`src/rtl/separable_switch_allocator_pkg.sv`:
```
// Shared router types for the switch allocator: port indexing and lock ownership.
package separable_switch_allocator_pkg;

   localparam int PORT_NUM = 5;
   localparam int PORT_W   = $clog2(PORT_NUM);

   // Wide enough for any VC count this allocator is built with (up to 16).
   localparam int VC_IDX_W = 4;

   typedef logic [PORT_W-1:0]   port_t;
   typedef logic [VC_IDX_W-1:0] vc_idx_t;

   typedef struct packed {
      port_t   port;
      vc_idx_t vc;
   } lock_owner_t;

endpackage

```
`src/rtl/separable_switch_allocator_arb.sv`:
```
// Round-robin arbiter whose priority pointer only advances when told that
// its winner was actually used (iSLIP-style update).
module round_robin_arbiter_upd #(
   parameter int AGENTS_NUM = 4
) (
   input  logic                  clk,
   input  logic                  rst,
   input  logic [AGENTS_NUM-1:0] requests_i,
   input  logic                  update_i,
   output logic [AGENTS_NUM-1:0] grants_o
);

   localparam int PTR_W = (AGENTS_NUM > 1) ? $clog2(AGENTS_NUM) : 1;

   logic [PTR_W-1:0] ptr_q, ptr_d;
   logic [PTR_W-1:0] winner;
   logic             found;

   // Pick the first requester at or after the pointer, wrapping to 0; compute next pointer.
   always_comb begin
      grants_o = '0;
      winner   = '0;
      found    = 1'b0;
      for (int i = 0; i < AGENTS_NUM; i++) begin
         if (!found && requests_i[i] && (i >= int'(ptr_q))) begin
            found       = 1'b1;
            winner      = PTR_W'(i);
            grants_o[i] = 1'b1;
         end
      end
      for (int i = 0; i < AGENTS_NUM; i++) begin
         if (!found && requests_i[i] && (i < int'(ptr_q))) begin
            found       = 1'b1;
            winner      = PTR_W'(i);
            grants_o[i] = 1'b1;
         end
      end
      ptr_d = ptr_q;
      if (update_i && found) begin
         ptr_d = (winner == PTR_W'(AGENTS_NUM - 1)) ? '0 : winner + PTR_W'(1);
      end
   end

   // Pointer register; reset gives agent 0 top priority.
   always_ff @(posedge clk or negedge rst) begin
      if (!rst) ptr_q <= '0;
      else      ptr_q <= ptr_d;
   end

endmodule

```
`src/rtl/separable_switch_allocator.sv`:
```
// Registered two-stage separable switch allocator with per-output packet
// locking, output-ready masking and grant-qualified round-robin updates.
module separable_switch_allocator
   import separable_switch_allocator_pkg::*;
#(
   parameter int VC_NUM      = 2,
   parameter int FIRST_STAGE = 0,
   parameter int LOCK_EN     = 1
) (
   input  logic                             clk,
   input  logic                             rst,
   input  logic  [PORT_NUM-1:0][VC_NUM-1:0] request_i,
   input  port_t [PORT_NUM-1:0][VC_NUM-1:0] out_port_i,
   input  logic  [PORT_NUM-1:0][VC_NUM-1:0] tail_i,
   input  logic  [PORT_NUM-1:0]             out_ready_i,
   output logic  [PORT_NUM-1:0][VC_NUM-1:0] grant_o,
   output logic  [PORT_NUM-1:0]             locked_o
);

   logic [PORT_NUM-1:0][VC_NUM-1:0] eff, tgt_lock, force_gnt, elig;
   logic [PORT_NUM-1:0][VC_NUM-1:0] vc_req, vc_gnt, arb_gnt;
   logic [PORT_NUM-1:0][VC_NUM-1:0] grant_q, grant_d;
   logic [PORT_NUM-1:0]             in_lock_win, vc_upd, out_upd, lock_vld;
   logic [PORT_NUM-1:0]             lock_vld_q, lock_vld_d;
   lock_owner_t [PORT_NUM-1:0]      lock_own_q, lock_own_d;
   // Indexed [output][input].
   logic [PORT_NUM-1:0][PORT_NUM-1:0] out_req, out_gnt, fin_to;

   assign lock_vld = (LOCK_EN != 0) ? lock_vld_q : '0;

   // Qualify requests by output readiness, find lock-forced winners, and build the arbitration set.
   always_comb begin
      eff         = '0;
      tgt_lock    = '0;
      force_gnt   = '0;
      elig        = '0;
      in_lock_win = '0;
      for (int p = 0; p < PORT_NUM; p++) begin
         for (int v = 0; v < VC_NUM; v++) begin
            if (32'(out_port_i[p][v]) < PORT_NUM) begin
               eff[p][v] = request_i[p][v] & out_ready_i[out_port_i[p][v]];
            end
         end
      end
      for (int o = 0; o < PORT_NUM; o++) begin
         for (int p = 0; p < PORT_NUM; p++) begin
            for (int v = 0; v < VC_NUM; v++) begin
               if (out_port_i[p][v] == port_t'(o) && lock_vld[o]) begin
                  tgt_lock[p][v] = 1'b1;
                  if (lock_own_q[o].port == port_t'(p) && lock_own_q[o].vc == vc_idx_t'(v)
                      && eff[p][v]) begin
                     force_gnt[p][v] = 1'b1;
                  end
               end
            end
         end
      end
      for (int p = 0; p < PORT_NUM; p++) begin
         in_lock_win[p] = |force_gnt[p];
         for (int v = 0; v < VC_NUM; v++) begin
            elig[p][v] = eff[p][v] & ~tgt_lock[p][v] & ~in_lock_win[p];
         end
      end
   end

   if (FIRST_STAGE == 0) begin : g_input_first
      // Inputs pick a VC first.
      always_comb vc_req = elig;

      // Each input's chosen VC bids for its target output.
      always_comb begin
         out_req = '0;
         for (int o = 0; o < PORT_NUM; o++)
            for (int p = 0; p < PORT_NUM; p++)
               for (int v = 0; v < VC_NUM; v++)
                  if (vc_gnt[p][v] && out_port_i[p][v] == port_t'(o)) out_req[o][p] = 1'b1;
      end

      // A chosen VC is granted when its output also chose this input.
      always_comb begin
         arb_gnt = '0;
         for (int o = 0; o < PORT_NUM; o++)
            for (int p = 0; p < PORT_NUM; p++)
               for (int v = 0; v < VC_NUM; v++)
                  if (vc_gnt[p][v] && out_port_i[p][v] == port_t'(o) && out_gnt[o][p])
                     arb_gnt[p][v] = 1'b1;
      end
   end else begin : g_output_first
      // Outputs pick among inputs with any eligible VC aimed at them.
      always_comb begin
         out_req = '0;
         for (int o = 0; o < PORT_NUM; o++)
            for (int p = 0; p < PORT_NUM; p++)
               for (int v = 0; v < VC_NUM; v++)
                  if (elig[p][v] && out_port_i[p][v] == port_t'(o)) out_req[o][p] = 1'b1;
      end

      // Inputs then pick one VC among those whose output granted this input.
      always_comb begin
         vc_req = '0;
         for (int o = 0; o < PORT_NUM; o++)
            for (int p = 0; p < PORT_NUM; p++)
               for (int v = 0; v < VC_NUM; v++)
                  if (elig[p][v] && out_port_i[p][v] == port_t'(o) && out_gnt[o][p])
                     vc_req[p][v] = 1'b1;
      end

      // The input-stage choice is final.
      always_comb arb_gnt = vc_gnt;
   end

   for (genvar g = 0; g < PORT_NUM; g++) begin : g_arb
      round_robin_arbiter_upd #(.AGENTS_NUM(VC_NUM)) u_vc_arb (
         .clk        (clk),
         .rst        (rst),
         .requests_i (vc_req[g]),
         .update_i   (vc_upd[g]),
         .grants_o   (vc_gnt[g])
      );
      round_robin_arbiter_upd #(.AGENTS_NUM(PORT_NUM)) u_out_arb (
         .clk        (clk),
         .rst        (rst),
         .requests_i (out_req[g]),
         .update_i   (out_upd[g]),
         .grants_o   (out_gnt[g])
      );
   end

   // Final grants; pointers advance only when their arbiter's winner was finally granted.
   always_comb begin
      grant_d = arb_gnt | force_gnt;
      fin_to  = '0;
      vc_upd  = '0;
      out_upd = '0;
      for (int o = 0; o < PORT_NUM; o++)
         for (int p = 0; p < PORT_NUM; p++)
            for (int v = 0; v < VC_NUM; v++)
               if (arb_gnt[p][v] && out_port_i[p][v] == port_t'(o)) fin_to[o][p] = 1'b1;
      for (int p = 0; p < PORT_NUM; p++) begin
         vc_upd[p]  = |(vc_gnt[p] & arb_gnt[p]);
         out_upd[p] = |(out_gnt[p] & fin_to[p]);
      end
   end

   // Lock bookkeeping: non-tail grant on a free output claims it, owner tail releases it.
   always_comb begin
      lock_vld_d = lock_vld_q;
      lock_own_d = lock_own_q;
      if (LOCK_EN != 0) begin
         for (int o = 0; o < PORT_NUM; o++)
            for (int p = 0; p < PORT_NUM; p++)
               for (int v = 0; v < VC_NUM; v++)
                  if (grant_d[p][v] && out_port_i[p][v] == port_t'(o)) begin
                     if (lock_vld_q[o]) begin
                        if (tail_i[p][v]) lock_vld_d[o] = 1'b0;
                     end else if (!tail_i[p][v]) begin
                        lock_vld_d[o]      = 1'b1;
                        lock_own_d[o].port = port_t'(p);
                        lock_own_d[o].vc   = vc_idx_t'(v);
                     end
                  end
      end else begin
         lock_vld_d = '0;
      end
   end

   // Grant and lock registers; reset drops every lock immediately.
   always_ff @(posedge clk or negedge rst) begin
      if (!rst) begin
         grant_q    <= '0;
         lock_vld_q <= '0;
         lock_own_q <= '0;
      end else begin
         grant_q    <= grant_d;
         lock_vld_q <= lock_vld_d;
         lock_own_q <= lock_own_d;
      end
   end

   assign grant_o  = grant_q;
   assign locked_o = lock_vld;

endmodule

```
`config.mk`:
```
export PLATFORM = sky130hd
export DESIGN_NAME = separable_switch_allocator
export DESIGN_NICKNAME = d
export VERILOG_FILES = /design/src/rtl/separable_switch_allocator_pkg.sv /design/src/rtl/separable_switch_allocator_arb.sv /design/src/rtl/separable_switch_allocator.sv
export SDC_FILE = /design/constraint.sdc
export NUM_CORES = 1
export LEC_CHECK = 0
export ABC_AREA = 1
export ABC_CLOCK_PERIOD_IN_PS = 5500
export CAP_MARGIN = 20
export CORE_MARGIN = 1
export CORE_UTILIZATION = 60
export CTS_CLUSTER_DIAMETER = 50
export CTS_CLUSTER_SIZE = 16
export DETAILED_ROUTE_END_ITERATION = 8
export PLACE_DENSITY = 0.78
export SLEW_MARGIN = 20
export SYNTH_ARGS = -nofsm -noshare
export SYNTH_HDL_FRONTEND = slang
export SYNTH_HIERARCHICAL = 1
export SYNTH_SLANG_ARGS = --single-unit
```
`constraint.sdc`:
```
create_clock -name clk -period 5.5 [get_ports clk]
set_clock_uncertainty 0.15 [all_clocks]
set_input_delay 0.825 -clock clk [delete_from_list [all_inputs] [get_ports clk]]
set_output_delay 0.825 -clock clk [all_outputs]
set_load 0.005 [all_outputs]
```
==> results of run 1 <==
-- kinds of logic after synthesis --
family | Yosys count
compound gates | 140
buf+inv | 235
flops | 70
fa+ha+maj | 10
simple gates | 1036
-- per-stage QoR --
stage	instances	worst slack, ns	hold slack, ns	TNS (ns)	utilization
2_1_floorplan	1491	0.921	0.314	0	-
3_5_place_dp	2040	-0.471	0.346	-14.30	0.850
4_1_cts	2056	0.0122	0.355	0	0.872
3_3_place_gp	2040	-0.256	0.336	-5.11	0.850
-- per-layer routing --
metal,GRT overflow,track usage
met5,0,0.160
met4,54,0.795
met3,3,0.566
met2,73,0.946
met1,2,0.738
==> results.sh, run 1 <==
export IMPL_grt_overflow_total=132
export IMPL_cts_buffers_inserted=9
export IMPL_port_buffers=71
export IMPL_yosys_warnings=6
export IMPL_yosysMostFrequentCell="nand2_1"
export IMPL_avgSynthCellArea_um2=5.79
export IMPL_synth_top_family_by_area="simple AND/OR/NAND/NOR gates"
export IMPL_synth_seq_cells=70
export IMPL_error="[ERROR GRT-0232] Routing congestion too high. Check the congestion heatmap in the GUI."
export IMPL_hpwl_mm=31.7
export IMPL_synth_adder_area_share=0.0145
export IMPL_syn_area_um2=8630
export IMPL_grt_worst_endpoint="lock_own_q[8]$_DFF_PN0_/D"
export IMPL_synthSimpleGateAreaFrac=0.572
export IMPL_grt_usage=0.751
export IMPL_cts_resized=1
export IMPL_synth_edff_count=0
export IMPL_synthTopCellsByArea="dfrtp_1, nand2_1, nand3_1"
export IMPL_initial_utilization=0.619
export IMPL_ys_types=53
export IMPL_syn_nets=1558
export IMPL_place_gp_congestion=1.23
export IMPL_io_pins=72
export IMPL_yosys_area_top_type="dfrtp_1"
export IMPL_worst_endpoint_kind="sequential cell input"
export IMPL_cts_root_buf="clkbuf_16"
export IMPL_ys_async_sr_fraction=1.00
export IMPL_row_count=43
export IMPL_post_cts_buffers=0
export IMPL_htree_levels=3
export IMPL_syn_inst=1491
export IMPL_ys_flop_type="dfrtp_1"
export IMPL_synthTopCellsByCount="nand2_1, inv_1, nand3_1"
export IMPL_cts_hold_buf=0
export IMPL_cts_sinks=70
export IMPL_synthXorXnorAreaFrac=0
export IMPL_place_area_um2=11800
export IMPL_die_height_um=122
export IMPL_synth_compound_area_share=0.102
export IMPL_synth_top_area_frac=0.203
export IMPL_dieWidth_um=122
export IMPL_clockBufferDepth=2
export IMPL_yosysSeqAreaShare=0.203
export IMPL_lastStage="5_1_grt"
export IMPL_status="aborted with a tool error"
export IMPL_grt_max_degree=71
export IMPL_synthMuxAreaShare=0
==> run 2: changes to the inputs <==
CORE_UTILIZATION = 40   (was 60)
CTS_CLUSTER_DIAMETER = unset   (was 50)
CTS_CLUSTER_SIZE = unset   (was 16)
PLACE_DENSITY = unset   (was 0.78)
PLACE_DENSITY_LB_ADDON = 0.15   (was unset)
==> run 2 against run 1 <==
Against the previous run:
- synthesized cell count unchanged
- area after synthesis unchanged
- the flow now finishes without violations
==> results.sh, run 2 <==
export IMPL_status="completed"
export IMPL_fin_hold_ws_ns=0.360
export IMPL_setup_viol=0
export IMPL_finalHoldViolCount=0
export IMPL_io_pins=72
export IMPL_final_antenna_net_count=0
export IMPL_wl_per_cell_um=19.8
export IMPL_tightest_slew_ns=0.998
export IMPL_min_to="g_arb[0].u_vc_arb/ptr_q"
export IMPL_fin_area_um2=13300
export IMPL_port_buffers=71
export IMPL_syn_inst=1491
export IMPL_crit_path_end_kind="flop"
export IMPL_intPower_w=0.00122
export IMPL_seqPwrFrac=0.293
export IMPL_cts_buffers_inserted=9
export IMPL_die_area_um2=22200
export IMPL_ys_types=53
export IMPL_synth_top_area_frac=0.203
export IMPL_rrSetupSlack_ns=0.37
export IMPL_ys_flop_type="dfrtp_1"
export IMPL_place_gp_congestion=1.08
export IMPL_holdPathStages=2
export IMPL_cp_arrival_ns=5.43
export IMPL_antenna_cells=0
export IMPL_synthTopCellsByArea="dfrtp_1, nand2_1, nand3_1"
export IMPL_ys_async_sr_fraction=1.00
export IMPL_clk_latency_ns=0.37
export IMPL_pwr_density_cell_nw_per_um2=149
export IMPL_clockBufferDepth=2
export IMPL_mostFrequentLayoutCells="nand2_1, buf_4, inv_1"
export IMPL_power_frac_comb=0.349
export IMPL_drv_slew=0
export IMPL_yosys_area_top_type="dfrtp_1"
export IMPL_place_area_um2=12500
export IMPL_cts_tree="yes"
export IMPL_grt_overflow_total=0
export IMPL_largest_register_ffs=35
export IMPL_worstPathRequired_ns=5.60
export IMPL_core_area_um2=21100
export IMPL_cts_sinks=70
export IMPL_syn_area_um2=8630
export IMPL_dr_pass1_iters=8
export IMPL_worstHoldStart="g_arb[0].u_vc_arb/ptr_q"
export IMPL_cts_root_buf="clkbuf_16"
export IMPL_yosysSeqAreaShare=0.203
export IMPL_die_height_um=149
export IMPL_p_sw_w=0.000759
export IMPL_ir_drop_mv=0.152
export IMPL_row_count=53
export IMPL_yosys_warnings=6
export IMPL_period_minus_slack_ns=5.33
export IMPL_p_leak_nw=7.02
export IMPL_final_core_util=0.630
export IMPL_layout_nets=2026
export IMPL_r2r_start="lock_own_q[19]"
export IMPL_antenna_found_initial=0
export IMPL_critPathLaunchType="primary input"
export IMPL_viasPerCell=5.49
export IMPL_cts_hold_buf=0
export IMPL_yosysMostFrequentCell="nand2_1"
export IMPL_post_route_period_util=0.968
export IMPL_vias=12300
export IMPL_grt_pass1_vias=11500
export IMPL_crit_slowest_cell="clkdlybuf4s50_1"
export IMPL_syn_nets=1558
export IMPL_cap_violations=0
export IMPL_grt_max_degree=71
export IMPL_p_clk_frac=0.357
export IMPL_clkTransAtPathRegs_ns=0.07
export IMPL_slew_headroom=0.334
export IMPL_totalWireLength_mm=44.4
export IMPL_dieWidth_um=149
export IMPL_htree_levels=3
export IMPL_drc=0
export IMPL_layout_cells_most_common="nand2_1"
export IMPL_initial_utilization=0.409
export IMPL_area_delta_synth_final_pct=54.1
export IMPL_netSwitchingFraction=0.384
export IMPL_avgSynthCellArea_um2=5.79
export IMPL_r2r_cells=30
export IMPL_regMostFlops="lock_own_q"
export IMPL_drtIter0Drc=1351
export IMPL_drive_gt1_frac=0.317
export IMPL_timing_rr_end="lock_own_q[9]"
export IMPL_cpPeakStageDelay_ns=0.46
export IMPL_hpwl_mm=36.9
export IMPL_clock_fmax_mhz=188
export IMPL_grt_usage=0.400
export IMPL_cp_max_fo=8
export IMPL_hold_class="flop to flop"
export IMPL_synth_edff_count=0
export IMPL_grt_pass1_wl_mm=65.3
export IMPL_synthTopCellsByCount="nand2_1, inv_1, nand3_1"
export IMPL_synth_seq_cells=70
export IMPL_critical_path_class="primary input to flop"
-- run 2: cell counts after synthesis --
No cell type changed its count.
-- run 2: power groups by stage --
| stage | combinational [W] | sequential, W | clock (W) |
|---|---|---|---|
| after global routing | 0.000729 | 0.000582 | 0.000727 |
| final | 0.000690 | 0.000580 | 0.000706 |
| after detailed placement | 0.000648 | 0.000587 | 0 |
| after floorplan | 0.000296 | 0.000572 | 0 |
| after global placement | 0.000645 | 0.000586 | 0 |
| after CTS | 0.000651 | 0.000577 | 0.000703 |
-- run 2: worst max path at each step --
stage,cells past startpoint,to,startpoint
finish,33,lock_own_q[9],out_ready_i[2]
global route,37,locked_o[0],out_port_i[7]
CTS,36,locked_o[4],out_port_i[19]
detailed placement,31,locked_o[2],out_port_i[25]
global placement,31,locked_o[2],out_port_i[25]
floorplan,30,lock_own_q[8],out_port_i[20]
-- run 2: layout make-up --
class,count,area [um^2]
sequential,70,1750
multi-input combinational,1186,6280
inverter,213,800
clock buffer,9,225
fill,2085,7800
tap,275,344
timing repair buffer,479,3790
clock inverter,7,105
-- run 2: cell families (layout without fill, tap and decap cells) --
group	count (synthesis)	count (layout)	share of synthesized area
AOI/OAI and AO/OA	140	140	0.102
adders and majority gates	10	10	0.0145
buffers and inverters	235	708	0.109
DFF	70	70	0.203
and+or+nand+nor	1036	1036	0.572
-- run 2: timing repair --
action / CTS / global route
endpoints found under the setup margin: 30 / 45
buffers inserted: 1 / 12
pin swaps: 2 / 27
gates resized for setup: 9 / 101
-- run 2: layer usage --
| metal | GRT usage | vias to the layer above | routed length [um] |
|---|---|---|---|
| met5 | 0 | - | 0 |
| met4 | 0.219 | 0 | 2730 |
| met3 | 0.0810 | 179 | 4460 |
| met2 | 0.644 | 664 | 19900 |
| met1 | 0.501 | 5603 | 17300 |
| li1 | - | 5853 | - |
-- run 2: critical path, delay by kind of cell --
kind	cells	cell delay (ns)
AND/OR/NAND/NOR	20	2.40
buffers and inverters	9	1.41
AO/OA/AOI/OAI	4	0.79
-- run 2: metrics by stage --
stage	instances	setup TNS, ns	power, W	worst slack [ns]
global route	2239	-0.297	0.00204	-0.0413
finish	2239	0	0.00198	0.174
floorplan	1491	0	0.000868	0.921
CTS	2227	0	0.00193	0.00807
detailed placement	2210	-16.39	0.00123	-0.583
global placement	2210	-14.03	0.00123	-0.549
Note: power is estimated with default switching activity, not from simulation.
==> run 3: changes to the inputs <==
ABC_CLOCK_PERIOD_IN_PS = 4800   (was 5500)
HOLD_SLACK_MARGIN = 0.05   (was unset)
clock period = 4.8 ns   (was 5.5 ns; I/O delays follow)
==> run 3 against run 2 <==
Against the previous run:
- global-route usage rose by 2.7 points
- sequential share of layout area fell by 2.0 points
- sequential cell count unchanged
- utilization grew 11 points
- worst setup slack lost 0.098 ns
- first-iteration DRC count decreased by 7.5%
- critical path depth increased by 5
- worst hold slack worse by 0.25 ns
- combinational power grew 45%
- sequential power grew 13%
- final area grew 18%
- die area is the same
- critical path type unchanged
- largest power group is now combinational cells
- highest routed layer unchanged
==> results.sh, run 3 (same netlist as run 2, synthesis figures left out) <==
export IMPL_wl_per_cell_um=20.9
export IMPL_antenna_found_initial=0
export IMPL_initial_utilization=0.409
export IMPL_grt_overflow_total=0
export IMPL_final_setup_worst_slack_ns=0.0760
export IMPL_row_count=53
export IMPL_totalWireLength_mm=49.6
export IMPL_dr_pass1_iters=6
export IMPL_tightest_slew_ns=0.754
export IMPL_crit_path_end_kind="flop"
export IMPL_clk_latency_ns=0.35
export IMPL_die_area_um2=22200
export IMPL_layout_cells_most_common="buf_4"
export IMPL_timing_rr_end="lock_own_q[18]"
export IMPL_hold_class="primary input to asynchronous set/reset pin"
export IMPL_antenna_cells=0
export IMPL_critical_path_class="primary input to flop"
export IMPL_grt_pass1_vias=12500
export IMPL_rsz0062_at_grt="true"
export IMPL_drtIter0Drc=1250
export IMPL_clock_fmax_mhz=212
export IMPL_fin_hold_ws_ns=0.109
export IMPL_crit_slowest_cell="a21boi_4"
export IMPL_drc=0
export IMPL_critPathLaunchType="primary input"
export IMPL_regMostFlops="lock_own_q"
export IMPL_mostFrequentLayoutCells="buf_4, nand2_1, inv_1"
export IMPL_pwr_density_cell_nw_per_um2=157
export IMPL_grt_pass1_wl_mm=70.5
export IMPL_grt_max_degree=71
export IMPL_place_area_um2=12900
export IMPL_clockBufferDepth=2
export IMPL_r2r_cells=34
export IMPL_cpMostUsedCell="nand2_1"
export IMPL_hpwl_mm=37.8
export IMPL_slew_headroom=0.493
export IMPL_status="completed"
export IMPL_final_antenna_net_count=0
export IMPL_drive_gt1_frac=0.467
export IMPL_post_route_period_util=0.984
export IMPL_cts_hold_buf=0
export IMPL_worstPathRequired_ns=4.93
export IMPL_port_buffers=71
export IMPL_core_area_um2=21100
export IMPL_cpPeakStageDelay_ns=0.24
export IMPL_drv_slew=0
export IMPL_io_pins=72
export IMPL_clkTransAtPathRegs_ns=0.07
export IMPL_largest_register_ffs=35
export IMPL_cp_max_fo=6
export IMPL_r2r_start="lock_own_q[16]"
export IMPL_cts_sinks=70
export IMPL_area_delta_synth_final_pct=81.8
export IMPL_period_minus_slack_ns=4.72
export IMPL_finalPower_w=0.00246
export IMPL_p_leak_nw=8.19
export IMPL_pre_cts_slack_ns=-1.14
export IMPL_cp_arrival_ns=4.86
export IMPL_htree_levels=3
export IMPL_cts_tree="yes"
export IMPL_vias=13400
export IMPL_grt_usage=0.427
export IMPL_rrSetupSlack_ns=0.09
export IMPL_setup_tns_final_ns=0
export IMPL_layout_nets=2159
export IMPL_dieWidth_um=149
export IMPL_die_height_um=149
export IMPL_cts_root_buf="clkbuf_16"
export IMPL_cts_buffers_inserted=9
export IMPL_finalHoldViolCount=0
export IMPL_fin_area_um2=15700
export IMPL_ir_drop_mv=0.147
export IMPL_cap_violations=0
export IMPL_viasPerCell=5.65
export IMPL_setup_viol=0
export IMPL_place_gp_congestion=1.14
run 3: cell types whose count changed in the layout (fill, tap and decap cells not counted), moves of 29 or more:
| cell | change |
|---|---|
| nand2_1 | -58 |
| clkdlybuf4s50_1 | -29 |
| nand3_1 | -39 |
| buf_4 | +93 |
| nand2_2 | +48 |
| buf_6 | +35 |
| nand3_2 | +29 |
run 3: cell type report:
| type | instances | area [um^2] |
|---|---|---|
| Clock buffer | 10 | 239 |
| Clock inverter | 6 | 93.8 |
| Fill cell | 1639 | 5410 |
| Inverter | 213 | 825 |
| Multi-Input combinational cell | 1190 | 7510 |
| Sequential cell | 70 | 1750 |
| Tap cell | 275 | 344 |
| Timing Repair Buffer | 608 | 4910 |
run 3: timing repair:
| item | CTS | global route |
|---|---|---|
| hold endpoints to repair | 0 | 0 |
| setup buffers | 47 | 40 |
| resized for setup | 226 | 301 |
| pin swaps | 46 | 148 |
| cloned | 4 | 1 |
| setup endpoints to repair | 64 | 61 |
run 3: per-layer routing:
| metal | GRT usage | routed length [um] | vias up |
|---|---|---|---|
| met2 | 0.691 | 22200 | 779 |
| li1 | - | - | 6149 |
| met5 | 0 | 0 | - |
| met4 | 0.276 | 4100 | 0 |
| met1 | 0.525 | 18400 | 6220 |
| met3 | 0.0706 | 4940 | 253 |
run 3: how the worst max path moves through the flow:
stage | startpoint | end
after detailed placement | out_ready_i[0] | lock_own_q[18]
final | out_port_i[4] | locked_o[0]
after global placement | out_ready_i[0] | lock_own_q[18]
after global routing | out_port_i[4] | locked_o[0]
after floorplan | out_port_i[20] | lock_own_q[8]
after CTS | out_ready_i[3] | lock_own_q[18]
run 3: critical path, delay by kind of cell:
family          cells  cell delay (ns)
buf+inv             7             1.02
compound gates      4             0.61
simple gates       27             2.52
run 3: metrics by stage:
stage               utilization  cells
global placement          0.614   2267
CTS                       0.682   2334
detailed placement        0.614   2267
finish                    0.744   2372
floorplan                     -   1491
global route              0.744   2372
run 3: power breakdown:
| part | leakage [nW] | switching [W] | internal [W] |
|---|---|---|---|
| Combinational | 7.11 | 0.000582 | 0.000416 |
| Sequential | 0.922 | 0.0000318 | 0.000621 |
| Clock | 0.159 | 0.000331 | 0.000475 |
| Total | 8.19 | 0.000945 | 0.00151 |
